<file path="src/rtl/lcd_init_seq_if.sv">
// lcd_init_seq_if
//   Command/handshake bundle between lcd_init_seq and its neighbours.
//   Signals:
//     tfsm_state  state of the downstream LCD timing FSM (0 = idle)
//     tfsm_en     one-cycle start pulse to the timing FSM
//     cmd_byte    byte for the timing FSM to transfer
//     cmd_rs      register select for cmd_byte
//     user_valid  user write request
//     user_byte   user data or command byte
//     user_rs     user register select
//     user_ready  request accepted when high together with user_valid
//   master: the sequencer side; slave: timing FSM + user side.
interface lcd_init_seq_if;
  logic [2:0] tfsm_state;
  logic       tfsm_en;
  logic [7:0] cmd_byte;
  logic       cmd_rs;
  logic       user_valid;
  logic [7:0] user_byte;
  logic       user_rs;
  logic       user_ready;

  modport master (
    input  tfsm_state, user_valid, user_byte, user_rs,
    output tfsm_en, cmd_byte, cmd_rs, user_ready
  );

  modport slave (
    output tfsm_state, user_valid, user_byte, user_rs,
    input  tfsm_en, cmd_byte, cmd_rs, user_ready
  );
endinterface

</file>
<file path="src/rtl/lcd_init_seq.sv">
// lcd_init_seq
//   HD44780-style LCD power-up sequencer. Drives the raw 4-bit init nibbles
//   (0x3,0x3,0x3,0x2) directly on the LCD pins, then issues the command list
//   0x28,0x06,0x0C,0x01 through the downstream timing FSM, waits for the
//   clear-display time and finally passes user writes through.
//   Ports:
//     clk          rising-edge clock
//     rst_n        asynchronous active-low reset
//     bus          lcd_init_seq_if.master (timing FSM + user handshake)
//     init_e       LCD_E during raw-nibble init
//     init_nib     LCD data nibble during raw-nibble init
//     init_active  pin-mux select, 1 = init_e/init_nib own the LCD pins
//     init_done    high once the full init sequence has completed
module lcd_init_seq #(
  parameter int unsigned T_PWR = 750000,
  parameter int unsigned T_E   = 12,
  parameter int unsigned T_W1  = 205000,
  parameter int unsigned T_W2  = 5000,
  parameter int unsigned T_W3  = 2000,
  parameter int unsigned T_CLR = 82000
) (
  input  logic                 clk,
  input  logic                 rst_n,
  lcd_init_seq_if.master       bus,
  output logic                 init_e,
  output logic [3:0]           init_nib,
  output logic                 init_active,
  output logic                 init_done
);

  function automatic int unsigned maxu(input int unsigned a, input int unsigned b);
    return (a > b) ? a : b;
  endfunction

  // Counter is wide enough for the longest wait, never narrower than 20 bits.
  localparam int unsigned TMAX = maxu(maxu(maxu(T_PWR, T_W1), maxu(T_W2, T_W3)),
                                      maxu(T_CLR, T_E + 32'd2));
  localparam int unsigned CLOG = $clog2(TMAX + 32'd1);
  localparam int unsigned CW   = (CLOG > 32'd20) ? CLOG : 32'd20;

  typedef enum logic [3:0] {
    PWR, N1, W1, N2, W2, N3, W3, N4, W4, CISSUE, CWAIT, CLR, READY, UWAIT
  } state_t;

  state_t          state;
  logic [CW-1:0]   cnt;
  logic [CW-1:0]   dur;
  logic            last;
  logic [1:0]      idx;
  logic            seen_busy;
  logic            tfsm_idle;

  logic            en_q;
  logic [7:0]      byte_q;
  logic            rs_q;
  logic            rdy_q;

  function automatic logic [7:0] cmd_rom(input logic [1:0] i);
    case (i)
      2'd0:    return 8'h28;
      2'd1:    return 8'h06;
      2'd2:    return 8'h0C;
      default: return 8'h01;
    endcase
  endfunction

  assign tfsm_idle = (bus.tfsm_state == 3'd0);

  // Duration of the current timed state; untimed states never consult it.
  always_comb begin
    dur = '0;
    unique case (state)
      PWR:                 dur = CW'(T_PWR);
      N1, N2, N3, N4:      dur = CW'(T_E + 32'd2);
      W1:                  dur = CW'(T_W1);
      W2:                  dur = CW'(T_W2);
      W3, W4:              dur = CW'(T_W3);
      CLR:                 dur = CW'(T_CLR);
      default:             dur = '0;
    endcase
  end

  assign last = (cnt == dur - CW'(1));

  always_ff @(posedge clk or negedge rst_n) begin
    if (!rst_n) begin
      state       <= PWR;
      cnt         <= '0;
      idx         <= '0;
      seen_busy   <= 1'b0;
      en_q        <= 1'b0;
      byte_q      <= '0;
      rs_q        <= 1'b0;
      rdy_q       <= 1'b0;
      init_e      <= 1'b0;
      init_nib    <= '0;
      init_active <= 1'b1;
      init_done   <= 1'b0;
    end else begin
      en_q   <= 1'b0;
      init_e <= 1'b0;
      cnt    <= cnt + CW'(1);

      unique case (state)
        PWR: begin
          if (last) begin
            state    <= N1;
            cnt      <= '0;
            init_nib <= 4'h3;
          end
        end

        // E rises for cycles 1..T_E of the nibble state; the registered
        // value is computed one cycle ahead from the current count.
        N1, N2, N3, N4: begin
          init_e <= (cnt < CW'(T_E));
          if (last) begin
            cnt <= '0;
            unique case (state)
              N1:      state <= W1;
              N2:      state <= W2;
              N3:      state <= W3;
              default: state <= W4;
            endcase
          end
        end

        W1, W2, W3: begin
          if (last) begin
            cnt <= '0;
            unique case (state)
              W1: begin
                state    <= N2;
                init_nib <= 4'h3;
              end
              W2: begin
                state    <= N3;
                init_nib <= 4'h3;
              end
              default: begin
                state    <= N4;
                init_nib <= 4'h2;
              end
            endcase
          end
        end

        W4: begin
          if (last) begin
            state       <= CISSUE;
            cnt         <= '0;
            idx         <= '0;
            init_nib    <= '0;
            init_active <= 1'b0;
          end
        end

        CISSUE: begin
          cnt <= '0;
          if (tfsm_idle) begin
            byte_q    <= cmd_rom(idx);
            rs_q      <= 1'b0;
            en_q      <= 1'b1;
            seen_busy <= 1'b0;
            state     <= CWAIT;
          end
        end

        // The timing FSM only leaves idle a cycle after the pulse, so an idle
        // reading counts as completion only once busy has been observed.
        CWAIT: begin
          cnt <= '0;
          if (!tfsm_idle) begin
            seen_busy <= 1'b1;
          end else if (seen_busy) begin
            if (idx == 2'd3) begin
              state <= CLR;
            end else begin
              idx   <= idx + 2'd1;
              state <= CISSUE;
            end
          end
        end

        CLR: begin
          if (last) begin
            state     <= READY;
            cnt       <= '0;
            init_done <= 1'b1;
            rdy_q     <= 1'b1;
          end
        end

        READY: begin
          cnt <= '0;
          if (bus.user_valid && tfsm_idle) begin
            byte_q    <= bus.user_byte;
            rs_q      <= bus.user_rs;
            en_q      <= 1'b1;
            seen_busy <= 1'b0;
            rdy_q     <= 1'b0;
            state     <= UWAIT;
          end
        end

        UWAIT: begin
          cnt <= '0;
          if (!tfsm_idle) begin
            seen_busy <= 1'b1;
          end else if (seen_busy) begin
            state <= READY;
            rdy_q <= 1'b1;
          end
        end

        default: begin
          state <= PWR;
          cnt   <= '0;
        end
      endcase
    end
  end

  assign bus.tfsm_en    = en_q;
  assign bus.cmd_byte   = byte_q;
  assign bus.cmd_rs     = rs_q;
  // Ready is gated live by the timing FSM so a busy downstream blocks acceptance.
  assign bus.user_ready = rdy_q && tfsm_idle;

endmodule
</file>
<file path="src/flat_wrapper.sv">
// flat-port wrapper written by rule: the top's interface ports become plain ports
module lcd_init_seq_flat 
#(
  parameter int unsigned T_PWR = 750000,
  parameter int unsigned T_E   = 12,
  parameter int unsigned T_W1  = 205000,
  parameter int unsigned T_W2  = 5000,
  parameter int unsigned T_W3  = 2000,
  parameter int unsigned T_CLR = 82000
)
  (clk, rst_n, init_e, init_nib, init_active, init_done, bus_tfsm_state, bus_user_valid, bus_user_byte, bus_user_rs, bus_tfsm_en, bus_cmd_byte, bus_cmd_rs, bus_user_ready);
  lcd_init_seq_if bus_i ();
  input  logic clk;
  input  logic rst_n;
  output logic init_e;
  output logic [3:0] init_nib;
  output logic init_active;
  output logic init_done;
  input wire logic [$bits(bus_i.tfsm_state)-1:0] bus_tfsm_state;
  input wire logic [$bits(bus_i.user_valid)-1:0] bus_user_valid;
  input wire logic [$bits(bus_i.user_byte)-1:0] bus_user_byte;
  input wire logic [$bits(bus_i.user_rs)-1:0] bus_user_rs;
  output wire logic [$bits(bus_i.tfsm_en)-1:0] bus_tfsm_en;
  output wire logic [$bits(bus_i.cmd_byte)-1:0] bus_cmd_byte;
  output wire logic [$bits(bus_i.cmd_rs)-1:0] bus_cmd_rs;
  output wire logic [$bits(bus_i.user_ready)-1:0] bus_user_ready;
  assign bus_i.tfsm_state = bus_tfsm_state;
  assign bus_i.user_valid = bus_user_valid;
  assign bus_i.user_byte = bus_user_byte;
  assign bus_i.user_rs = bus_user_rs;
  assign bus_tfsm_en = bus_i.tfsm_en;
  assign bus_cmd_byte = bus_i.cmd_byte;
  assign bus_cmd_rs = bus_i.cmd_rs;
  assign bus_user_ready = bus_i.user_ready;
  lcd_init_seq #(.T_PWR(T_PWR), .T_E(T_E), .T_W1(T_W1), .T_W2(T_W2), .T_W3(T_W3), .T_CLR(T_CLR)) u_core (.clk(clk), .rst_n(rst_n), .bus(bus_i), .init_e(init_e), .init_nib(init_nib), .init_active(init_active), .init_done(init_done));
endmodule
</file>
<file path="config.mk">
export PLATFORM = sky130hd
export DESIGN_NAME = lcd_init_seq_flat
export DESIGN_NICKNAME = d
export VERILOG_FILES = /design/src/rtl/lcd_init_seq_if.sv /design/src/rtl/lcd_init_seq.sv /design/src/flat_wrapper.sv
export SDC_FILE = /design/constraint.sdc
export NUM_CORES = 1
export LEC_CHECK = 0
export CORE_MARGIN = 2
export CORE_UTILIZATION = 50
export CTS_CLUSTER_SIZE = 28
export DETAILED_ROUTE_END_ITERATION = 8
export GPL_TIMING_DRIVEN = 0
export MAX_ROUTING_LAYER = met4
export PLACE_DENSITY_LB_ADDON = 0.05
export SLEW_MARGIN = 20
export SYNTH_ARGS = -nofsm -noshare
export SYNTH_HDL_FRONTEND = slang
export SYNTH_SLANG_ARGS = --single-unit
</file>
<file path="constraint.sdc">
create_clock -name clk -period 3.6 [get_ports clk]
set_clock_uncertainty 0.05 [all_clocks]
set_input_delay 0.36 -clock clk [delete_from_list [all_inputs] [get_ports clk]]
set_output_delay 0.36 -clock clk [all_outputs]
set_load 0.1 [all_outputs]
</file>
==> results of run 1 <==
[kinds of logic after synthesis]
logic type,after synthesis
AO/OA/AOI/OAI,72
XOR/XNOR,31
adder cells (fa/ha/maj),12
buffers and inverters,34
flip-flops,43
multiplexers,14
other,1
AND/OR/NAND/NOR,153
[Yosys cell counts (2+ instances only)]
cell type and instances:
a2111oi_0 4, a211oi_1 4, a21oi_1 11, a22o_1 4, and2_1 2, and3_1 6, and3b_1 2, buf_1 3
buf_2 7, buf_4 3, clkbuf_1 8, dfrtp_1 42, ha_1 12, inv_1 11, mux2_1 2, mux2i_1 12
nand2_1 30, nand2b_1 8, nand3_1 9, nand4_1 8, nor2_1 43, nor2b_1 8, nor3_1 12, nor4_1 7
o21a_1 5, o21ai_0 18, o21bai_1 5, o31a_1 2, o31ai_1 2, or2_2 3, or3_1 7, xnor2_1 14
xor2_1 17
[power by group through the flow]
stage	Clock (mW)	Sequential (mW)	Combinational, mW
2_1_floorplan	0	0.506	0.0169
3_3_place_gp	0	0.495	0.0568
3_5_place_dp	0	0.495	0.0593
4_1_cts	0.338	0.486	0.0601
5_1_grt	0.356	0.486	0.0640
6_report	0.333	0.486	0.0590
[registers in the layout (all words and copies together), names as in the netlist]
| name | flops |
|---|---|
| u_core.init_active | 1 |
| u_core.state | 4 |
| u_core.bus.cmd_byte | 8 |
| u_core.bus.cmd_rs | 1 |
| u_core.init_e | 1 |
| u_core.bus.tfsm_en | 1 |
| u_core.cnt | 20 |
| u_core.idx | 2 |
| u_core.init_done | 1 |
| u_core.rdy_q | 1 |
| u_core.seen_busy | 1 |
| u_core.init_nib | 2 |
[path summary, 6_finish.rpt]
check	start	to	slack, ns
worst max-delay path	u_core.state[0]	u_core.state[2]	0.09
worst min-delay path	rst_n	u_core.cnt[13]	0.42
worst max register to register	u_core.state[0]	u_core.state[2]	0.09
worst min register to register	u_core.init_done	u_core.init_done	0.43
max in group asynchronous	rst_n	u_core.init_active	2.54
min in group clk	u_core.init_done	u_core.init_done	0.43
[through the flow]
step / hold slack [ns] / std cells
after global placement: 0.412 / 466
after CTS: 0.438 / 480
after global routing: 0.458 / 487
final: 0.424 / 487
after detailed placement: 0.224 / 467
after floorplan: 0.0144 / 361
[repair_timing]
item | CTS | global route
hold buffers | 1 | 0
setup buffers | 4 | 8
endpoints found under the hold margin | 12 | 0
gates cloned | 0 | 0
pin swaps | 1 | 8
gates resized for setup | 21 | 23
endpoints found under the setup margin | 31 | 27
[routing by layer]
metal  up-vias  part of all wire (%)  track usage [%]
met1      1375                    45             32.4
met4         0                   1.6             6.39
met3        17                   4.9             4.02
met5         -                     0                -
met2       121                    49             42.7
li1       1367                     -                -
[critical path: stages (launching register included)]
cell and delay, ns:
dfrtp_1 0.38, buf_6 0.12, clkinvlp_4 0.20, ha_4 0.24, nor2b_1 0.16, or3_4 0.44, mux2_1 0.35, o21ai_1 0.14
nand4_1 0.12, or4_4 0.62, nor4bb_1 0.17, or3_1 0.39
[cell usage in the layout (no fill, tap or decap), types with 10 or more instances in the layout]
master           count
mux2i_1             11
o21ai_0             15
xnor2_1             14
nor2_1              43
buf_4               17
dfrtp_1             42
clkdlybuf4s50_1     29
nor3_1              10
xor2_1              17
nand2_1             29
[cell type report]
type	instances	area, um2	area share [%]
well taps	75	93.8	2.42
clock buffers	7	86.3	2.23
repair buffers	44	415	10.7
inverters	12	48.8	1.26
plain buffers	21	118	3.04
flip-flops and latches	43	1080	27.8
multi-input cells	284	2030	52.3
clock inverters	1	8.76	0.226
==> summary.md, run 1 <==
| Metric | Value |
|---|---|
| Total Routed Length | `between 8 and 9 mm` |
| Cts bufs inserted | `5` |
| Post-synth EDFFs | `0` |
| Gpl congestion | `approximately 1` |
| Post-synthesis xor/xnor area fraction | `8.80%` |
| Final Hold Viols | `0` |
| Synth async-reset ratio | `100%` |
| ANT nets after route | `0` |
| Final core occ | `around 65%` |
| Tcrit/Tclk final | `97.6%` |
| Overall Power | `approximately 900 uW` |
| Total Routing Usage GR | `around 25%` |
| I/O pin count | `33` |
| P_sw | `214 uW` |
| WL/cell | `roughly 17 um` |
| Drt initial violations | `220` |
| Syn Inst Count | `360` |
| GR Overflow Total | `0` |
| Final Setup Violations | `0` |
| Ant diodes | `0` |
| Leak pwr | `roughly 1.6 nW` |
| Worst min path class | `in2async` |
| Chip width | `between 80 and 90 um` |
| CP arrival | `3.64 ns` |
| Most used DFF post-synth | `dfrtp_1` |
| Critical Path RT | `approximately 3.7 ns` |
| Max-cap viol count | `0` |
| Share of layout cells above drive strength 1 | `16.3%` |
| Fill cell total of the finished layout | `533` |
| Simple logic cell fraction of the synthesized area | `24.9%` |
| Max Slew Vio Count | `0` |
| Worst setup margin | `roughly 0.085 ns` |
| Clock root cell | `clkbuf_8` |
| Total number of vias | `2880` |
| H-tree Lvls | `2` |
| Pre-CTS setup slack | `-0.451 ns` |
| Max-slew headroom | `35.1%` |
| Drt drc | `0` |
| Placed cell areas | `3500 um2` |
| Switch share | `24.4%` |
| Clock Power Share | `between 30 and 40%` |
| Yosys reg bits | `43` |
| Synth top area share | `about a third` |
| Design Area, Final | `slightly below 4000 um2` |
| YS warnings | `0` |
| Peak Freq | `285 MHz` |
| CP endpoint kind | `register` |
| Mux cell area share after synthesis | `4.62%` |
| Largest family of logic cells by synthesized area | `simple AND/OR/NAND/NOR gates` |
| P&R area growth vs syn | `25.5%` |
| CTS tree | `built` |
| Combinational fraction of design power | `6.7%` |
| Count of cell types in the netlist | `62` |
| Fin crit period | `around 3.5 ns` |
| Initial antenna violation count | `0` |
| Rows | `28` |
| CP Class | `reg2reg` |
| Clock slew seen by the registers of the worst setup and hold paths | `around 0.090 ns` |
| R2R depth | `11` |
| Drt pass-1 iters | `5` |
| Worst setup SP type | `register` |
| Clock latency on the worst-skew pair | `approximately 0.30 ns` |
| Sequential fraction of the synthesis area | `34.9%` |
| Vias in the first global route | `around 2700` |
| Critical path fanouts, max | `6` |
| Setup TNS | `0 ns` |
| Largest area contributor in the netlist | `dfrtp_1` |
| NumNets Final | `438` |
| Core Area | `5960 um2` |
| Die area | `6820 um2` |
| Compound-Gate Fraction of Synth Area | `about 17%` |
| Starting Density | `51.8%` |
| Int Pwr | `663 uW` |
| Die Height | `82.6 um` |
| Netlist Area Pre-Place | `3090 um2` |
| Routed vias/inst | `5.91` |
| Status | `finished, final reports clean` |
| Sequential Power Share | `55.3%` |
| Maximum vdd drop | `0.000152 V` |
| Power Density | `226 nW/um2` |
| Pin count of the biggest net entering global routing | `32` |
| Clk buf depth | `2` |
| Clock Sinks | `43` |
| Least-Margin Pin Slew | `roughly 1 ns` |
| Synth area leaders | `dfrtp_1 34%, nor2_1 5.2%, ha_1 4.9%` |
| Post-DP HPWL | `5.71 mm` |
| First-pass GRT wire length | `between 10 and 15 mm` |
| Port bufs | `30` |
| Adder-Cell Fraction of Synth Area | `4.87%` |
| Synth Area per Inst | `8.57 um2` |
Note: power is estimated with default switching activity, not from simulation.
==> run 2, diff against run 1 <==
- MAX_ROUTING_LAYER: met4 -> not set
==> run 2 against run 1 <==
Effect of this change:
- sequential cell count stayed put
- sequential share of layout area increased by 0.11 points
- die area unchanged
- fmax up 0.20%
- power increased by 7.9%
- critical path type unchanged
- critical endpoint unchanged
- largest cell class unchanged
==> summary.md, run 2 (synthesized netlist as in run 1, its figures left out) <==
| Metric | Value |
|---|---|
| Status | `finished, final reports clean` |
| CP arrival | `3.71 ns (+0.07 ns)` |
| Initial antenna violation count | `0 (unchanged)` |
| CP endpoint kind | `register` |
| Largest register FFs | `20 (unchanged)` |
| Reg with most FFs | `u_core.cnt` |
| Crit path buf inv count | `2 (unchanged)` |
| Crit-path slowest cell | `or4_4` |
| Tcrit/Tclk final | `97.4% (-0.19 points)` |
| Most frequent cells in the layout | `42 x nor2_1, 42 x dfrtp_1, 29 x nand2_1, 29 x clkdlybuf4s50_1, 17 x xor2_1` |
| Core Area | `5960 um2 (unchanged)` |
| Drt pass-1 iters | `4 (-1)` |
| Vias in the first global route | `2623 (-2.0%)` |
| Die area | `6820 um2 (unchanged)` |
| Port bufs | `30 (unchanged)` |
| Leak pwr | `1.63 nW (-0.42%)` |
| Rows | `28 (unchanged)` |
| Post-DP HPWL | `5.57 mm (-2.4%)` |
| R2R setup slack | `0.09 ns (about the same)` |
| Final Hold Viols | `0 (unchanged)` |
| Clock slew seen by the registers of the worst setup and hold paths | `0.10 ns (about the same)` |
| Clock Sinks | `43 (unchanged)` |
| Fin crit period | `3.51 ns (-0.00685 ns)` |
| Total Routed Length | `7.88 mm (-2.7%)` |
| Total number of vias | `2791 (-3.1%)` |
| Top layer in use | `met4` |
| Clk buf depth | `2 (unchanged)` |
| Pin count of the biggest net entering global routing | `31 (-3.1%)` |
| Chip width | `82.6 um (unchanged)` |
| Least-Margin Pin Slew | `0.976 ns (+0.00505 ns)` |
| Worst setup SP type | `register` |
| I/O pin count | `33 (unchanged)` |
| Reg-to-reg endpoint | `u_core.state[2]` |
| H-tree Lvls | `2 (unchanged)` |
| Worst min path class | `in2async` |
| Overall Power | `947 uW (+7.9%)` |
| Setup TNS | `0 ns (unchanged)` |
| Peak Freq | `285 MHz (+0.20%)` |
| Clock latency on the worst-skew pair | `0.32 ns (+0.02 ns)` |
| Slowest stage delay, CP | `0.56 ns (-0.06 ns)` |
| CTS tree | `built` |
| Critical path fanouts, max | `6 (unchanged)` |
| Max-slew headroom | `34.7% (-0.34 points)` |
| R2R depth | `11 (unchanged)` |
| Max Slew Vio Count | `0 (unchanged)` |
| Met1 Routed Length | `3.65 mm (+0.86%)` |
| Worst setup margin | `0.0922 ns (+0.00685 ns)` |
| ANT nets after route | `0 (unchanged)` |
| NumNets Final | `434 (-0.91%)` |
| Final Setup Violations | `0 (unchanged)` |
| Share of layout cells above drive strength 1 | `14.7% (-1.6 points)` |
| First-pass GRT wire length | `12.7 mm (-1.6%)` |
| WL/cell | `16.3 um (-1.9%)` |
| Routed vias/inst | `5.78 (-2.3%)` |
| Placed cells | `467 (unchanged)` |
| Critical Path RT | `3.81 ns (+0.08 ns)` |
| Starting Density | `51.8% (unchanged)` |
| Ant diodes | `0 (unchanged)` |
| Die Height | `82.6 um (unchanged)` |
| Max-cap viol count | `0 (unchanged)` |
| Pre-CTS setup slack | `-0.416 ns (+0.0348 ns)` |
| Drt initial violations | `130 (-41%)` |
| Cts bufs inserted | `5 (unchanged)` |
| CP Class | `reg2reg` |
| RSZ-0062 raised after global routing | `yes` |
| Total Routing Usage GR | `24.4% (-1.1 points)` |
| Drt drc | `0 (unchanged)` |
| Met3 Wirelength | `358 um (-11%)` |
| Met2 routed WL | `3.71 mm (-6.2%)` |
| Clock root cell | `clkbuf_8` |
| Gpl congestion | `0.935 (-4.0%)` |
| GR Overflow Total | `0 (unchanged)` |
| Reg2reg start | `u_core.state[0]` |
| Non-filler instance count after layout | `483 (-0.82%)` |
| Delay-heaviest family, CP | `simple AND/OR/NAND/NOR gates` |
| Power Density | `245 nW/um2 (+8.4%)` |
| CP cell instances | `buf_6, clkinvlp_4, ha_4, nor2b_1, or3_4, mux2_1, o21ai_1, nand4_1, or4_4, a2111oi_0, or3_1` |
| P&R area growth vs syn | `25.1%` |
| Maximum vdd drop | `0.000166 V (+9.6%)` |
[run 2: through the flow]
stage | util [%] | hold WS, ns | area [um2]
after floorplan | - | 0.0144 | 3090
after global placement | 58.5 | 0.412 | 3480
after detailed placement | 58.7 | 0.240 | 3500
after CTS | 62.5 | 0.432 | 3720
after global routing | 64.8 | 0.456 | 3860
final | 64.8 | 0.419 | 3860
[run 2: worst max-delay path by stage]
stage | startpoint | endpoint | slack [ns] | depth (start not counted)
after floorplan | u_core.state[0] | u_core.state[1] | 0.12 | 14
after global placement | u_core.state[0] | u_core.state[1] | -0.39 | 14
after detailed placement | u_core.state[0] | u_core.state[1] | -0.42 | 14
after CTS | u_core.state[0] | u_core.idx[0] | 0.01 | 16
after global routing | u_core.state[0] | u_core.idx[0] | -0.02 | 15
final | u_core.state[0] | u_core.state[2] | 0.09 | 11
[run 2: report_power, final]
group          total [mW]  internal, mW  switching [mW]
sequential          0.486         0.484         0.00116
combinational      0.0590        0.0216          0.0375
clock               0.402         0.209           0.193
total               0.947         0.715           0.232
[run 2: routing by layer]
metal / up-vias / GRT usage (%)
met3: 16 / 5.00
met1: 1328 / 31.9
met2: 87 / 40.4
met4: 0 / 8.20
li1: 1360 / -
met5: - / 0
[run 2: area by class of cell]
class | instances | area, um2
Timing Repair Buffer | 41 | 393
Multi-Input combinational cell | 284 | 2020
Buffer | 20 | 114
Tap cell | 75 | 93.8
Clock inverter | 3 | 46.3
Sequential cell | 43 | 1080
Clock buffer | 5 | 68.8
Fill cell | 530 | 2100
Inverter | 12 | 48.8
[run 2: what timing repair did]
item,CTS,global route
hold buffers,1,0
resized for setup,14,26
endpoints found under the setup margin,31,25
setup buffers,4,5
pin swaps,2,5
endpoints found under the hold margin,13,0
[run 2: worst register-to-register path, delay by kind of cell, from the launching register on]
family | cells | cell delay [ns]
AND/OR/NAND/NOR | 5 | 1.46
AO/OA/AOI/OAI | 2 | 0.60
flip-flops | 1 | 0.38
buffers and inverters | 2 | 0.36
multiplexers | 1 | 0.34
adder cells (fa/ha/maj) | 1 | 0.25
